$ cat config.mk
export PLATFORM = sky130hd
export DESIGN_NAME = uart_rcv
export DESIGN_NICKNAME = d
export VERILOG_FILES = /design/src/rtl/uart_pkg.sv /design/src/rtl/sync_2ff.sv /design/src/rtl/uart_rcv.sv
export SDC_FILE = /design/constraint.sdc
export NUM_CORES = 1
export LEC_CHECK = 0
export BUFFER_PORTS_ARGS = -buffer_cell sky130_fd_sc_hd__buf_2
export CORE_UTILIZATION = 35
export CTS_CLUSTER_DIAMETER = 120
export DETAILED_ROUTE_END_ITERATION = 10
export PLACE_DENSITY_LB_ADDON = 0.25
export SETUP_SLACK_MARGIN = 0.05
export SLEW_MARGIN = 20
export SYNTH_ARGS = -nofsm -noshare
export SYNTH_HDL_FRONTEND = slang
export SYNTH_SLANG_ARGS = --single-unit
$ cat constraint.sdc
create_clock -name clk -period 2.7 [get_ports clk]
set_input_delay 0.405 -clock clk [delete_from_list [all_inputs] [get_ports clk]]
set_output_delay 0.405 -clock clk [all_outputs]
set_load 0.1 [all_outputs]
$ cat src/rtl/uart_pkg.sv
// Shared UART definitions: receiver state encoding and link-wide constants
// common to the transmitter and receiver.
package uart_pkg;

  localparam int UART_BAUD_DIV  = 2604;
  localparam int UART_DATA_BITS = 8;

  typedef enum logic [1:0] {
    IDLE  = 2'd0,
    START = 2'd1,
    DATA  = 2'd2,
    STOP  = 2'd3
  } rx_state_t;

endpackage

$ cat src/rtl/sync_2ff.sv
// Two-flop synchronizer for a single asynchronous input; both stages take
// RESET_VAL on reset so an idle line does not look like an edge.
module sync_2ff #(
  parameter logic RESET_VAL = 1'b1
) (
  input  logic clk,
  input  logic rst_n,
  input  logic d,
  output logic q
);

  logic meta_q;
  logic sync_q;

  always_ff @(posedge clk or negedge rst_n) begin
    if (!rst_n) begin
      meta_q <= RESET_VAL;
      sync_q <= RESET_VAL;
    end else begin
      meta_q <= d;
      sync_q <= meta_q;
    end
  end

  assign q = sync_q;

endmodule

$ cat src/rtl/uart_rcv.sv
// 8N1 UART receiver: samples mid-bit using a half-period start delay, then
// presents each byte with sticky rdy / framing / overrun status.
module uart_rcv
  import uart_pkg::*;
#(
  parameter int BAUD_DIV = UART_BAUD_DIV,
  parameter int HALF_DIV = BAUD_DIV / 2
) (
  input  logic       clk,
  input  logic       rst_n,
  input  logic       RX,
  input  logic       clr_rdy,
  output logic [7:0] rx_data,
  output logic       rdy,
  output logic       frm_err,
  output logic       ovr_err
);

  localparam logic [11:0] BAUD_RELOAD = 12'(BAUD_DIV - 1);
  localparam logic [11:0] HALF_RELOAD = 12'(HALF_DIV - 1);
  localparam logic [3:0]  LAST_BIT    = 4'(UART_DATA_BITS - 1);

  logic rx_s;

  sync_2ff #(.RESET_VAL(1'b1)) u_rx_sync (
    .clk   (clk),
    .rst_n (rst_n),
    .d     (RX),
    .q     (rx_s)
  );

  rx_state_t   state_q, state_d;
  logic [11:0] baud_cnt_q, baud_cnt_d;
  logic [3:0]  bit_cnt_q, bit_cnt_d;
  logic [7:0]  shift_reg_q, shift_reg_d;
  logic [7:0]  rx_data_q, rx_data_d;
  logic        rdy_q, rdy_d;
  logic        frm_err_q, frm_err_d;
  logic        ovr_err_q, ovr_err_d;
  logic        seen_high_q, seen_high_d;
  logic        done;

  always_comb begin
    state_d     = state_q;
    baud_cnt_d  = baud_cnt_q;
    bit_cnt_d   = bit_cnt_q;
    shift_reg_d = shift_reg_q;
    rx_data_d   = rx_data_q;
    seen_high_d = seen_high_q;
    done        = 1'b0;

    case (state_q)
      IDLE: begin
        baud_cnt_d = 12'd0;
        if (rx_s) begin
          seen_high_d = 1'b1;
        end
        // A stop bit still held low must go high before a new start counts
        if (!rx_s && seen_high_q) begin
          baud_cnt_d = HALF_RELOAD;
          state_d    = START;
        end
      end
      START: begin
        if (baud_cnt_q != 12'd0) begin
          baud_cnt_d = baud_cnt_q - 12'd1;
        end else if (rx_s) begin
          state_d = IDLE;
        end else begin
          baud_cnt_d = BAUD_RELOAD;
          bit_cnt_d  = 4'd0;
          state_d    = DATA;
        end
      end
      DATA: begin
        if (baud_cnt_q != 12'd0) begin
          baud_cnt_d = baud_cnt_q - 12'd1;
        end else begin
          shift_reg_d = {rx_s, shift_reg_q[7:1]};
          baud_cnt_d  = BAUD_RELOAD;
          bit_cnt_d   = bit_cnt_q + 4'd1;
          if (bit_cnt_q == LAST_BIT) begin
            state_d = STOP;
          end
        end
      end
      STOP: begin
        if (baud_cnt_q != 12'd0) begin
          baud_cnt_d = baud_cnt_q - 12'd1;
        end else begin
          done        = 1'b1;
          rx_data_d   = shift_reg_q;
          seen_high_d = rx_s;
          baud_cnt_d  = 12'd0;
          state_d     = IDLE;
        end
      end
      default: begin
        state_d = IDLE;
      end
    endcase

    // Set beats clear when a byte completes in the same cycle as clr_rdy
    rdy_d     = done ? 1'b1 : (clr_rdy ? 1'b0 : rdy_q);
    frm_err_d = done ? (~rx_s | (frm_err_q & ~clr_rdy))
                     : (clr_rdy ? 1'b0 : frm_err_q);
    ovr_err_d = (done && rdy_q && !clr_rdy) ? 1'b1
              : (clr_rdy ? 1'b0 : ovr_err_q);
  end

  always_ff @(posedge clk or negedge rst_n) begin
    if (!rst_n) begin
      state_q     <= IDLE;
      baud_cnt_q  <= 12'd0;
      bit_cnt_q   <= 4'd0;
      shift_reg_q <= 8'h00;
      rx_data_q   <= 8'h00;
      rdy_q       <= 1'b0;
      frm_err_q   <= 1'b0;
      ovr_err_q   <= 1'b0;
      seen_high_q <= 1'b1;
    end else begin
      state_q     <= state_d;
      baud_cnt_q  <= baud_cnt_d;
      bit_cnt_q   <= bit_cnt_d;
      shift_reg_q <= shift_reg_d;
      rx_data_q   <= rx_data_d;
      rdy_q       <= rdy_d;
      frm_err_q   <= frm_err_d;
      ovr_err_q   <= ovr_err_d;
      seen_high_q <= seen_high_d;
    end
  end

  assign rx_data = rx_data_q;
  assign rdy     = rdy_q;
  assign frm_err = frm_err_q;
  assign ovr_err = ovr_err_q;

endmodule

======== Word level (Yosys, flattened, before mapping) ========
Index checks and enable logic that the tools add are counted.
operators by class
  add/sub/neg operators ................... 2
  mux-type cells .......................... 26
  equal/unequal tests ..................... 12
  reductions and logical operators ........ 16
  bitwise operators ....................... 5
operator list
  operator                 number
  $mux W12                 4
  $pmux W12 S4             1
  $mux W2                  6
  $mux W4                  3
  $ne A2 B2 Y1 const B     6
  $reduce_bool A12 Y1      1
  $sub A12 B1 Y12 const B  1
  $mux W11                 1
  $mux W1                  8
  $pmux W2 S4              1
  $pmux W4 S2              1
  $reduce_bool A2 Y1       4
  $reduce_and A5 Y1        1
  $add A4 B1 Y4 const B    1
  $eq A2 B2 Y1 const B     2
  $eq A4 B3 Y1 const B     1
  $reduce_and A2 Y1        2
  $reduce_and A4 Y1        1
  $logic_and A1 B1 Y1      3
  $ne A3 B3 Y1 const B     1
  $not A1 Y1               3
  $reduce_and A3 Y1        1
  $eq A2 B1 Y1 const B     1
  $logic_not A1 Y1         2
  5 further kinds          5
storage, ports and cells
  output and inout port bits .............. 11
  word-level logic and storage cells ...... 72
  flip-flop bits (word level) ............. 40

======== Logic depth before layout (Yosys ltp) ========
  depth after elaboration ................. 6
  depth in mapped cells ................... 7

======== Cells and area by module ========
Synthesis repeated with hierarchy kept, for this count alone.
second synthesis, totals
  cells, all modules ...................... 188
  area total of the unflattened synthesis .. 2070.7 µm²
modules (own cells, without submodules)
  module    area each (µm²)  cells each  instances
  uart_rcv  2018.2           186         1
  sync_2ff  52.6             2           1

======== Least setup slack after synthesis ========
OpenSTA, ideal clock, no wires.
  path type ............................... register to register
  from .................................... register baud_cnt_q[0]
  to ...................................... register bit_cnt_q[2]
  buffers on the path ..................... 1
  setup time .............................. 129 ps
  slack ................................... 436 ps
  stages on the path, launching flop included .. 8
  arrival ................................. 2135 ps
  data required time ...................... 2571 ps
  cell sequence ........................... dfrtp_1 -> inv_1 -> ha_1 -> or4b_4 -> or4_4 -> buf_6 -> o31ai_1 -> nand3_1
between the ends
  cells in the longest elaborated chain, start to end .. 3
ends and longest elaborated chain
  what                                  RTL line                        RTL
  from (decl)                           uart_rcv.sv:33                  logic [11:0] baud_cnt_q, baud_cnt_d;
  from (signal assigned)                uart_rcv.sv:124                 baud_cnt_q <= baud_cnt_d;
  $reduce_bool A12 Y1 *                 uart_rcv.sv:65, uart_rcv.sv:76
  $ne A2 B2 Y1 (no source line)         -
  $reduce_and A4 Y1 (no source line) *  -
  to (signal assigned)                  uart_rcv.sv:125                 bit_cnt_q <= bit_cnt_d;
  to (decl)                             uart_rcv.sv:34                  logic [3:0] bit_cnt_q, bit_cnt_d;
Mark *: on every way between the ends. The rest lies on a longest branch, timed or not.
A chain may end at the register's enable or synchronous reset.

======== Worst setup path in the final report ========
  from .................................... register baud_cnt_q[0]
  to ...................................... register baud_cnt_q[0]
between the ends
  cells in the longest elaborated chain, start to end .. 3
ends and longest elaborated chain
  what                                                    RTL line                                        RTL
  $sub A12 B1 Y12 or $reduce_bool A12 Y1 (tied branches)  -
  $mux W12, on equally long branches                      uart_rcv.sv:88, uart_rcv.sv:65, uart_rcv.sv:76
  $pmux W12 S4                                            uart_rcv.sv:52                                  case (state_q)
Several ways; a longest one is shown, not always the timed one.

==> results.md <==
- Status: finished, final reports clean
- Post-synth top area cell: dfrtp_1
- GRT overflow: 0
- WL final: 4008 µm
- Syn Inst Count: approximately 190
- Post_cts resized: 0
- Layout Nets: between 200 and 250
- Total CTS buffers: 5
- Syn. warnings: 0
- Buffers on Ports: 14
- Clock latency on the worst-skew pair: roughly 290 ps
- Vias per cell: 5.342
- Netlist cell types: 51
- Hold violation total from the final report: 0
- Startpoint class of the critical path: flip-flop
- P&R area growth vs syn: 13.17%
- WL/cell: 14.42 µm
- Pre-CTS setup slack: 382.6 ps
- Post-synthesis net count: 200
- Setup ws final: 364.5 ps
- Peak VDD IR: 0.4492 mV
- CP Data Arrival Time: about 2500 ps
- Core Rows: 27
- Pleak: between 1 and 1.5 nW
- Setup Fix Bufs, Post-CTS: 0
- DR pass1 iterations: 4
- Routability-driven placement congestion ratio: approximately 0.77
- Core region area: ~5600 µm²
- CP max-delay cell: or4_4
- Worst Path Max Fanout: 9
- Initial antenna violation count: 0
- Share of layout cells above drive strength 1: 26.70%
- Synth top area cells: dfrtp_1, mux2_2, ha_1
- Die area: 6228 µm²
- Clock skew: approximately 4.6 ps
- Die width: approximately 79 µm
- Count of antenna-violating nets left after detailed routing: 0
- Crit path cell chain: inv_1, ha_1, or4b_4, or4_4, and3_4, a211oi_2
- Max Fclk: about 0.43 GHz
- Starting Density: 36.93%
- First-pass GRT wire length: between 7000 and 8000 µm
- Final Critical Period: about 2300 ps
- Most used DFF post-synth: dfrtp_1
- Req. time, crit path: ~2900 ps
- Fraction of registers with async set/reset: 100.0%
- Yosys top cell area share: 44.71%
- Worst Hold Class: input port to flip-flop
- Die Ht: between 70 and 80 µm
- Drc violations: 0
- Period Utilization, post-route: about 87%
- Crit path kind: flip-flop to flip-flop
- Final max-slew violation count: 0
- Clock Tree Buf Depth: 2
- Worst-Margin Slew: 888.0 ps
- DP HPWL: between 2000 and 3000 µm
- Largest net degree at the start of global routing: 41
- CTS tree: done
- Root Driver: clkbuf_8
- Post-synth EDFFs: 0
- Total I/O pin count: 15
- Mean Syn Cell Area: roughly 11 µm²
- Setup TNS: 0 ps
- Worst-path clk slew: 80 ps
- Antenna cells: 0
- Initial DRC Count: 96
- Hold buffer count at CTS: 0
- Mapped Area: 2071 µm²
- Non-Filler Cell Area, Final: ~2300 µm²
- Most frequent cells in the layout: dfrtp_1, mux2_2, nor2_1
- CP Capture Type: flip-flop
- Total GRT Usage: between 10% and 20%
- Max-cap violation count: 0
- Clock Sinks: 40
- RSZ-0062 raised after global routing: no
- Total power: around 2.5 mW
- Via Count: 1485
- Sequential cell area fraction in the yosys report: roughly 49%
- Register bit total from synthesis: 40
- Most common cell after layout, fill and taps aside: dfrtp_1
- Area after DPL: 2222 µm²
- Final setup vio count: 0
- Slew headroom: just over 40%
- Vias in the first global route: 1417
- PwrDens: 1064 nW/µm²
- Slowest stage delay, CP: about 600 ps
- H-tree levels: 2
worst max-delay path, delay by kind of cell (launching register included):
family,cells,cell delay [ps]
buffers and inverters,1,120
adder cells (fa/ha/maj),1,200
AND/OR/NAND/NOR,3,1320
AO/OA/AOI/OAI,1,190
flip-flops,1,420
layout make-up:
cell class | count | area [µm²]
Sequential cell | 40 | 1005
Tap cell | 72 | 90.09
Timing Repair Buffer | 18 | 100.1
Fill cell | 548 | 3264
Clock inverter | 2 | 38.79
Clock buffer | 6 | 82.58
Multi-Input combinational cell | 134 | 1005
Inverter | 6 | 22.52
power breakdown:
part	leakage [nW]	internal (mW)	total [mW]	switching [mW]
Combinational	0.499	0.474	1.11	0.633
Clock	0.0614	0.303	0.524	0.221
Sequential	0.533	0.719	0.864	0.146
Total	1.09	1.50	2.49	0.999
synth_stat cells, types with 4 or more instances:
master and n:
nor3b_1 4, nor2_1 15, nand3_1 6, a21oi_1 6, clkbuf_1 6, mux2_2 16, xnor2_1 6, ha_1 8
nand2b_1 4, nand2_1 5, o21ai_0 10, dfrtp_1 37, inv_1 6
state kept, by name (all words and copies together), names as in the netlist, named ones only:
name	count
baud_cnt_q	12
state_q	1
ovr_err	1
u_rx_sync.meta_q	1
rdy	1
rx_data	8
bit_cnt_q	4
shift_reg_q	8
frm_err	1
seen_high_q	1
u_rx_sync.q	1
worst paths after layout:
path / from / end / slack (ps) / cells after the start
max: baud_cnt_q[0] / baud_cnt_q[0] / 360 / 6
min: RX / u_rx_sync.meta_q / 210 / 1
max reg2reg: baud_cnt_q[0] / baud_cnt_q[0] / 360 / 6
min reg2reg: u_rx_sync.meta_q / u_rx_sync.q / 360 / 0
max in group asynchronous: rst_n / shift_reg_q[6] / 1910 / 1
min in group asynchronous: rst_n / baud_cnt_q[3] / 240 / 1
stage by stage:
| stage | std cells | utilization [%] | hold slack, ps |
|---|---|---|---|
| final | 278 | 41.79 | 209.1 |
| after detailed placement | 270 | 39.63 | 348.8 |
| after global placement | 270 | 39.63 | 346.6 |
| after floorplan | 188 | - | 109.4 |
| after global routing | 278 | 41.79 | 193.3 |
| after CTS | 278 | 41.79 | 196.3 |
metal layers:
layer | wire length [µm] | global-route usage [%]
met1 | 2045 | 20.10
met2 | 1800 | 22.09
met3 | 146 | 3.793
met4 | 16 | 3.273
met5 | 0 | 0
kinds of logic (layout without fill, tap and decap cells):
family | Yosys count | count (layout) | share of synthesized area (%)
buffers and inverters | 14 | 32 | 2.960
AO/OA/AOI/OAI | 36 | 36 | 11.36
adder cells (fa/ha/maj) | 8 | 8 | 4.834
XOR/XNOR | 7 | 7 | 2.961
flip-flops | 40 | 40 | 48.52
AND/OR/NAND/NOR | 64 | 64 | 19.21
multiplexers | 19 | 19 | 10.15
(Power assumes the default switching activity.)
